--- config.mk ---
export PLATFORM = sky130hd
export DESIGN_NAME = matmul_sequencer
export DESIGN_NICKNAME = d
export VERILOG_FILES = /design/src/rtl/matmul_pkg.sv /design/src/rtl/seq_dwell_counter.sv /design/src/rtl/matmul_sequencer.sv
export SDC_FILE = /design/constraint.sdc
export NUM_CORES = 1
export LEC_CHECK = 0
export ABC_AREA = 1
export BUFFER_PORTS_ARGS = -buffer_cell sky130_fd_sc_hd__buf_4
export CAP_MARGIN = 20
export CORE_MARGIN = 2
export CORE_UTILIZATION = 40
export DETAILED_ROUTE_END_ITERATION = 8
export PLACE_DENSITY = 0.74
export SKIP_CTS_REPAIR_TIMING = 1
export SYNTH_ARGS = -nofsm -noshare
export SYNTH_HDL_FRONTEND = slang
export SYNTH_SLANG_ARGS = --single-unit
--- constraint.sdc ---
create_clock -name clk -period 1.38 [get_ports clk]
set_clock_uncertainty 0.05 [all_clocks]
set_input_delay 0.276 -clock clk [delete_from_list [all_inputs] [get_ports clk]]
set_output_delay 0.276 -clock clk [all_outputs]
set_load 0.02 [all_outputs]
--- src/rtl/matmul_pkg.sv ---
// Shared types and mode-pin encodings for the matmul command sequencer.
package matmul_pkg;

  typedef enum logic [1:0] {
    OP_WRITE   = 2'd0,
    OP_RUN     = 2'd1,
    OP_READ    = 2'd2,
    OP_ILLEGAL = 2'd3
  } cmd_op_e;

  typedef enum logic [2:0] {
    IDLE   = 3'd0,
    WRITE  = 3'd1,
    LOAD   = 3'd2,
    MATMUL = 3'd3,
    READ   = 3'd4,
    DONE   = 3'd5
  } seq_state_e;

  // Encodings driven on {ctl_load, ctl_write}.
  localparam logic [1:0] MODE_READ   = 2'b11;
  localparam logic [1:0] MODE_WRITE  = 2'b01;
  localparam logic [1:0] MODE_LOAD   = 2'b10;
  localparam logic [1:0] MODE_MATMUL = 2'b00;

endpackage

--- src/rtl/seq_dwell_counter.sv ---
// Loadable down-counter timing the dwell of LOAD, MATMUL and READ states.
module seq_dwell_counter #(
  parameter int CNT_W = 8
) (
  input  logic             clk_i,
  input  logic             rst_i,
  input  logic             load_i,
  input  logic [CNT_W-1:0] load_val_i,
  input  logic             clear_i,
  output logic             tc_o
);

  logic [CNT_W-1:0] cnt_q, cnt_d;

  // Saturates at zero so a state lingering past terminal count never wraps.
  always_comb begin
    cnt_d = cnt_q;
    if (clear_i) begin
      cnt_d = '0;
    end else if (load_i) begin
      cnt_d = load_val_i;
    end else if (cnt_q != '0) begin
      cnt_d = cnt_q - 1'b1;
    end
  end

  always_ff @(posedge clk_i or posedge rst_i) begin
    if (rst_i) begin
      cnt_q <= '0;
    end else begin
      cnt_q <= cnt_d;
    end
  end

  assign tc_o = (cnt_q == '0);

endmodule

--- src/rtl/matmul_sequencer.sv ---
// Command-driven sequencer that drives the matmul datapath mode pins with the
// right dwell times and returns read data / completion interrupts to the PS.
module matmul_sequencer
  import matmul_pkg::*;
#(
  parameter int LOAD_CYCLES  = 5,
  parameter int MM_CYCLES    = 12,
  parameter int READ_LATENCY = 1,
  parameter int CNT_W        = 8
) (
  input  logic       clk,
  input  logic       reset,
  input  logic       cmd_valid,
  output logic       cmd_ready,
  input  logic [1:0] cmd_op,
  input  logic [2:0] cmd_reg_select,
  input  logic [1:0] cmd_idx,
  input  logic [7:0] cmd_data,
  input  logic       abort,
  output logic       ctl_en,
  output logic       ctl_load,
  output logic       ctl_write,
  output logic [2:0] ctl_reg_select,
  output logic [1:0] ctl_idx,
  output logic [7:0] ctl_data_in,
  input  logic [7:0] ctl_data_out,
  output logic       rsp_valid,
  output logic [7:0] rsp_data,
  output logic       int_to_ps,
  output logic       busy,
  output logic       err,
  output logic [3:0] mode_led
);

  localparam logic [CNT_W-1:0] LOAD_LAST = CNT_W'(LOAD_CYCLES - 1);
  localparam logic [CNT_W-1:0] MM_LAST   = CNT_W'(MM_CYCLES - 1);
  localparam logic [CNT_W-1:0] READ_LAST = CNT_W'(READ_LATENCY - 1);

  seq_state_e       state_q, state_d;
  logic [2:0]       sel_q;
  logic [1:0]       idx_q;
  logic [7:0]       data_q, rsp_data_q;
  logic             rsp_valid_q, int_q, err_q;
  logic             accept, cnt_load, cnt_clear, cnt_tc, rsp_capture, int_set;
  logic [CNT_W-1:0] cnt_val;
  logic [1:0]       mode;
  cmd_op_e          op;

  // Handshake: a command transfers on any cycle where cmd_valid && cmd_ready;
  // cmd_ready depends only on state, never on cmd_valid, and nothing is queued.
  assign op     = cmd_op_e'(cmd_op);
  assign accept = cmd_valid && cmd_ready;

  always_comb begin
    state_d     = state_q;
    cmd_ready   = 1'b0;
    ctl_en      = 1'b0;
    mode        = MODE_READ;
    cnt_load    = 1'b0;
    cnt_val     = '0;
    cnt_clear   = 1'b0;
    rsp_capture = 1'b0;
    int_set     = 1'b0;
    case (state_q)
      IDLE: begin
        cmd_ready = 1'b1;
        if (cmd_valid) begin
          case (op)
            OP_WRITE: state_d = WRITE;
            OP_RUN: begin
              state_d  = LOAD;
              cnt_load = 1'b1;
              cnt_val  = LOAD_LAST;
            end
            OP_READ: begin
              state_d  = READ;
              cnt_load = 1'b1;
              cnt_val  = READ_LAST;
            end
            default: state_d = IDLE;
          endcase
        end
      end
      WRITE: begin
        ctl_en  = 1'b1;
        mode    = MODE_WRITE;
        state_d = IDLE;
      end
      LOAD: begin
        ctl_en = 1'b1;
        mode   = MODE_LOAD;
        if (abort) begin
          state_d   = IDLE;
          cnt_clear = 1'b1;
        end else if (cnt_tc) begin
          state_d  = MATMUL;
          cnt_load = 1'b1;
          cnt_val  = MM_LAST;
        end
      end
      MATMUL: begin
        ctl_en = 1'b1;
        mode   = MODE_MATMUL;
        if (abort) begin
          state_d   = IDLE;
          cnt_clear = 1'b1;
        end else if (cnt_tc) begin
          state_d = DONE;
        end
      end
      READ: begin
        ctl_en = 1'b1;
        if (abort) begin
          state_d   = IDLE;
          cnt_clear = 1'b1;
        end else if (cnt_tc) begin
          state_d     = IDLE;
          rsp_capture = 1'b1;
        end
      end
      DONE: begin
        int_set = 1'b1;
        state_d = IDLE;
      end
      default: state_d = IDLE;
    endcase
  end

  always_ff @(posedge clk or posedge reset) begin
    if (reset) begin
      state_q     <= IDLE;
      sel_q       <= '0;
      idx_q       <= '0;
      data_q      <= '0;
      rsp_data_q  <= '0;
      rsp_valid_q <= 1'b0;
      int_q       <= 1'b0;
      err_q       <= 1'b0;
    end else begin
      state_q     <= state_d;
      rsp_valid_q <= rsp_capture;
      if (rsp_capture) rsp_data_q <= ctl_data_out;
      if (accept) begin
        sel_q  <= cmd_reg_select;
        idx_q  <= cmd_idx;
        data_q <= cmd_data;
        err_q  <= (op == OP_ILLEGAL);
        int_q  <= 1'b0;
      end else if (int_set) begin
        int_q <= 1'b1;
      end
    end
  end

  seq_dwell_counter #(.CNT_W(CNT_W)) u_dwell (
    .clk_i      (clk),
    .rst_i      (reset),
    .load_i     (cnt_load),
    .load_val_i (cnt_val),
    .clear_i    (cnt_clear),
    .tc_o       (cnt_tc)
  );

  always_comb begin
    case ({ctl_load, ctl_write})
      MODE_READ:  mode_led = 4'b0001;
      MODE_WRITE: mode_led = 4'b0010;
      MODE_LOAD:  mode_led = 4'b0100;
      default:    mode_led = 4'b1000;
    endcase
  end

  assign {ctl_load, ctl_write} = mode;
  assign ctl_reg_select        = sel_q;
  assign ctl_idx               = idx_q;
  assign ctl_data_in           = data_q;
  assign rsp_valid             = rsp_valid_q;
  assign rsp_data              = rsp_data_q;
  assign int_to_ps             = int_q;
  assign err                   = err_q;
  assign busy                  = (state_q != IDLE);

endmodule
# Word-level counts from Yosys, hierarchy flattened
# Cells that the tools add are included.
# totals
reg_bits,35
input_bits,27
output_inout_bits,33
# classes
addsub,1
eq_ne,15
n_mux,32
n_reduce_logical,12
# op_table
op,n
$mux W3,9
$mux W8,3
$mux W1,12
$pmux W3 S4,1
$pmux W4 S3,1
$ne A3 B3 Y1 const B,3
$pmux W3 S3,1
$eq A2 B2 Y1 const B,4
$logic_not A8 Y1,1
$mux W4,2
$pmux W4 S2,1
$reduce_bool A8 Y1,1
$sub A8 B1 Y8 const B,1
$eq A3 B2 Y1 const B,2
$eq A3 B3 Y1 const B,2
$pmux W2 S3,1
$reduce_bool A3 Y1,2
$eq A2 B1 Y1 const B,2
$reduce_and A4 Y1,1
$reduce_or A4 Y1,1
$eq A3 B1 Y1 const B,1
$logic_not A3 Y1,1
$reduce_or A3 Y1,1
$logic_not A2 Y1,1
other kinds (5),5

# Logic depth before layout (Yosys ltp)
# depth
word_depth,7
mapped_depth,9

# By module
# Synthesis repeated with hierarchy kept, for this count alone.
# hier_totals
hier_cells,246
area_unflattened_um2,1974.4
# modules_own_cells
mod,instances,cells_each,area_each_um2,seq_area_each_um2
matmul_sequencer,1,161,1353.8,675.6
seq_dwell_counter,1,85,620.6,200.2

# Worst setup path after synthesis
# OpenSTA, ideal clock, no wires.
# synth_path
path_type,reg-to-reg
startpoint,register state_q[1]
endpoint,register state_q[2]
setup_ps,129
arrival_ps,1316
t_required_ps,1201
slack_ps,-114
path_stages_with_launch,8
path_buffers,0
period_less_slack_ps,1494
cell_sequence,dfrtp_1 > inv_1 > nand2_1 > nor2_4 > inv_2 > or2_1 > nand3_1 > o21ai_0
# synth_via
elab_chain_len,3
elab_cells_between_ends,10
cone_classes,eq/ne: 7; mux: 1; reduce/logical: 2
# synth_rtl
element,line_no,rtl
start: declaration,matmul_sequencer.sv:39,"seq_state_e state_q, state_d;"
start signal: assignment,matmul_sequencer.sv:140,state_q <= state_d;
"$eq A3 B2 Y1, or another cell as far along",matmul_sequencer.sv:64,case (state_q)
$ne A3 B3 Y1 (no source line) or $ne A2 B2 Y1 (tied branches),-,
$reduce_and A4 Y1 (no source line),-,
# Several ways; a longest one is shown, not always the timed one.
# A chain may end at the register's enable or synchronous reset.

# Worst setup path after layout
# layout_path
startpoint,register state_q[1]
endpoint,output port ctl_en
# layout_via
elab_chain_len,3
elab_cells_between_ends,6
cone_classes,eq/ne: 4; mux: 1; reduce/logical: 1
# layout_rtl
element,line_no,rtl
"$eq A3 B3 Y1, or another cell as far along",matmul_sequencer.sv:64,
$reduce_or A4 Y1 (no source line) *,-,
$mux W1 *,matmul_sequencer.sv:64,
end: declaration,matmul_sequencer.sv:20,"output logic ctl_en,"
# Every way passes the cells marked *; elsewhere a longest branch is shown, timed or not.

==> results.yml <==
cells_and_area:
  seq_area_um2: 878
  nets: 355
  fillers: 305
  area_growth_syn_to_layout_pct: 74.9
  drive_gt1_frac: 0.559
  diodes: 0
  multi_input_area_mm2: 0.00101
global_route:
  antenna_found_initial: 0
  grt_max_degree: 36
  grt_use_total: 0.179
  grt_pass1_vias: 1654
  gr-total-overflow: 0
  grt_pass1_wl_mm: 6.99
critical_path:
  worstReg2RegStart: "state_q[2]"
  cp_cell_sequence: "nor2_1, nand2_2, nand3_2, buf_6"
  max_stage_delay_ns: 0.48
  reg2reg_slack_ns: -0.19
  required_ns: 1.05
  cp-start-kind: "register"
  regToRegEndpoint: "u_dwell.cnt_q[2]"
  critPathArrivalTime_ns: 1.33
  cp_slowest_cell: "dfrtp_2"
  cp-end-kind: "output port"
  worstPathMaxFanout: 6
  reg2regPathDepth: 8
  critical_path_class: "reg -> out"
detailed_routing:
  drtIter0Drc: 70
  ant_nets: 0
  wire_per_inst_um: 13.8
  vias: 1859
  avgViaCountPerCell: 4.94
  wl_mm: 5.20
  remaining_drc_errors: 0
  dr.pass1.iters: 4
cts:
  cts_htree_levels: 2
  clk_latency_ns: 0.29
  root_buffer: "clkbuf_8"
  cts_inserted_buffers: 5
  clkTransAtPathRegs_ns: 0.07
  cts_buffer_depth: 2
  cts_tree: "yes"
  cts_sinks: 35
die:
  fp.coreArea_mm2: 0.00429
  dieHeight_um: 70.1
  die-area_mm2: 0.00491
  pin_count: 60
  rows: 24
  fp.dieW_um: 70.1
  initial_utilization: 0.407
synthesis:
  synth-async-reset-ratio: 1.00
  synth-main-ff-cell: "dfrtp_1"
  synth_area_mm2: 0.00175
  ys_types: 26
  ys_seq_area_frac: 0.501
  syn_nets: 246
  yosysWarnings: 0
  synth_edf_count: 0
  netlist_instances: 214
  syn_avg_cell_area_um2: 8.17
  synth_seq_cells: 35
flow_run:
  cap_violations: 0
status:
  failed_checks: "negative setup slack"
  status: "complete, but fails checks"
placed_design:
  gp_congestion: 0.866
  io_buffers: 59
  hpwl_mm: 3.15
sta:
  rsz0062_at_grt: "true"
  finalCritPeriodShare: 1.20
  fin_ws_ns: -0.274
  timing.hold.ws_ns: 0.0357
  maxSlewViolCount: 0
  layout_min_cycle_time_ns: 1.65
  hold_violations: 0
  finalSetupViolCount: 44
  maxSlewHeadroom: 0.707
  worstMarginPinSlew_ns: 0.440
  fmax_mhz: 605
pwr:
  power_leakage_nw: 1.65
  fin_total_pwr_mw: 7.99
  powerDensity_mw_per_mm2: 2610
  ir_worst_vdd_v: 0.00175
hold_path:
  hold_path.class: "in -> async"
-- how the worst max path moves through the flow --
stage / from / to / slack, ns / cells past startpoint
floorplan: state_q[0] / state_q[0] / -0.11 / 7
global placement: u_dwell.cnt_q[0] / rsp_data[2] / -0.12 / 8
detailed placement: u_dwell.cnt_q[0] / rsp_data[5] / -0.19 / 8
CTS: state_q[0] / ctl_en / -0.35 / 6
global route: state_q[1] / ctl_en / -0.32 / 4
finish: state_q[1] / ctl_en / -0.27 / 4
-- report_power, final --
part / leakage (nW) / switching [mW] / internal, mW
clock network: 0.0654 / 0.374 / 0.722
registers: 0.450 / 0.292 / 1.44
logic: 1.14 / 2.69 / 2.46
total: 1.65 / 3.36 / 4.63
-- sequential cells by signal (all words and copies together) (netlist names) --
signal and flops:
ctl_idx 2, err 1, state_q 3, ctl_data_in 8, rsp_valid 1, ctl_reg_select 3, rsp_data 8, u_dwell.cnt_q 8
int_to_ps 1
-- stage by stage --
stage | TNS (ns) | setup WS [ns] | area (µm²) | util | std cells
after global placement | -1.24 | -0.116 | 2450 | 0.570 | 348
after detailed placement | -2.03 | -0.187 | 2450 | 0.570 | 348
after CTS | -4.74 | -0.345 | 2580 | 0.601 | 356
after global routing | -7.40 | -0.321 | 3060 | 0.712 | 376
final | -5.01 | -0.274 | 3060 | 0.712 | 376
after floorplan | -1.23 | -0.111 | 1770 | - | 214
-- cell families after synthesis --
logic type,synth area share
simple gates,0.361
xor+xnor,0.0200
buf+inv,0.0530
fa+ha+maj,0.0358
flops,0.501
compound gates,0.0293
-- routing by layer --
layer,GRT usage,vias up,wire length [µm]
met4,0.0513,0,71
li1,-,887,-
met1,0.220,914,2030
met3,0.0476,7,235
met2,0.309,51,2870
met5,0,-,0
-- area by class of cell --
type	count	share of cell area
clock buffers	6	0.0237
clock inverters	2	0.0196
inverters	21	0.0307
multi-input cells	157	0.331
flip-flops and latches	35	0.287
well taps	52	0.0213
repair buffers	102	0.284
repair inverters	1	0.00205
-- cells in the mapped netlist, types with 2 or more instances --
master | number | area (µm²)
nand2_1 | 96 | 360
dfrtp_1 | 35 | 876
inv_1 | 17 | 63.8
nor2_1 | 14 | 52.6
nand3_1 | 10 | 50.1
ha_1 | 5 | 62.6
a21oi_1 | 4 | 20.0
inv_2 | 3 | 11.3
nand2_2 | 3 | 18.8
nor2_4 | 3 | 33.8
o21ai_0 | 3 | 15.0
xor2_1 | 3 | 26.3
nand3_2 | 2 | 20.0
nand3_4 | 2 | 35.0
nand4_1 | 2 | 12.5
nor2_2 | 2 | 12.5
-- cell usage in the layout (no fill, tap or decap), types with 2 or more instances in the layout --
master / synthesis / layout
nor2_4: 3 / 8
buf_4: 1 / 84
nand4_1: 2 / 2
inv_2: 3 / 9
buf_6: 0 / 14
xor2_1: 3 / 3
nand2_1: 96 / 74
a21oi_2: 0 / 4
nand3_4: 2 / 5
nor2_1: 14 / 7
nand3_2: 2 / 3
buf_12: 0 / 2
dfrtp_2: 0 / 2
nand2_2: 3 / 20
inv_1: 17 / 8
nand2_4: 1 / 5
dfrtp_1: 35 / 33
nand3_1: 10 / 6
clkbuf_8: 0 / 5
nor2_2: 2 / 4
o21ai_1: 0 / 2
inv_4: 0 / 3
bufinv_16: 0 / 2
ha_1: 5 / 4
-- worst max-delay path: cells and delay by family (launching register included) --
kind / cells / cell delay, ns
AND/OR/NAND/NOR: 3 / 0.44
buffers and inverters: 1 / 0.11
flip-flops: 1 / 0.48
Note: power is estimated with default switching activity, not from simulation.
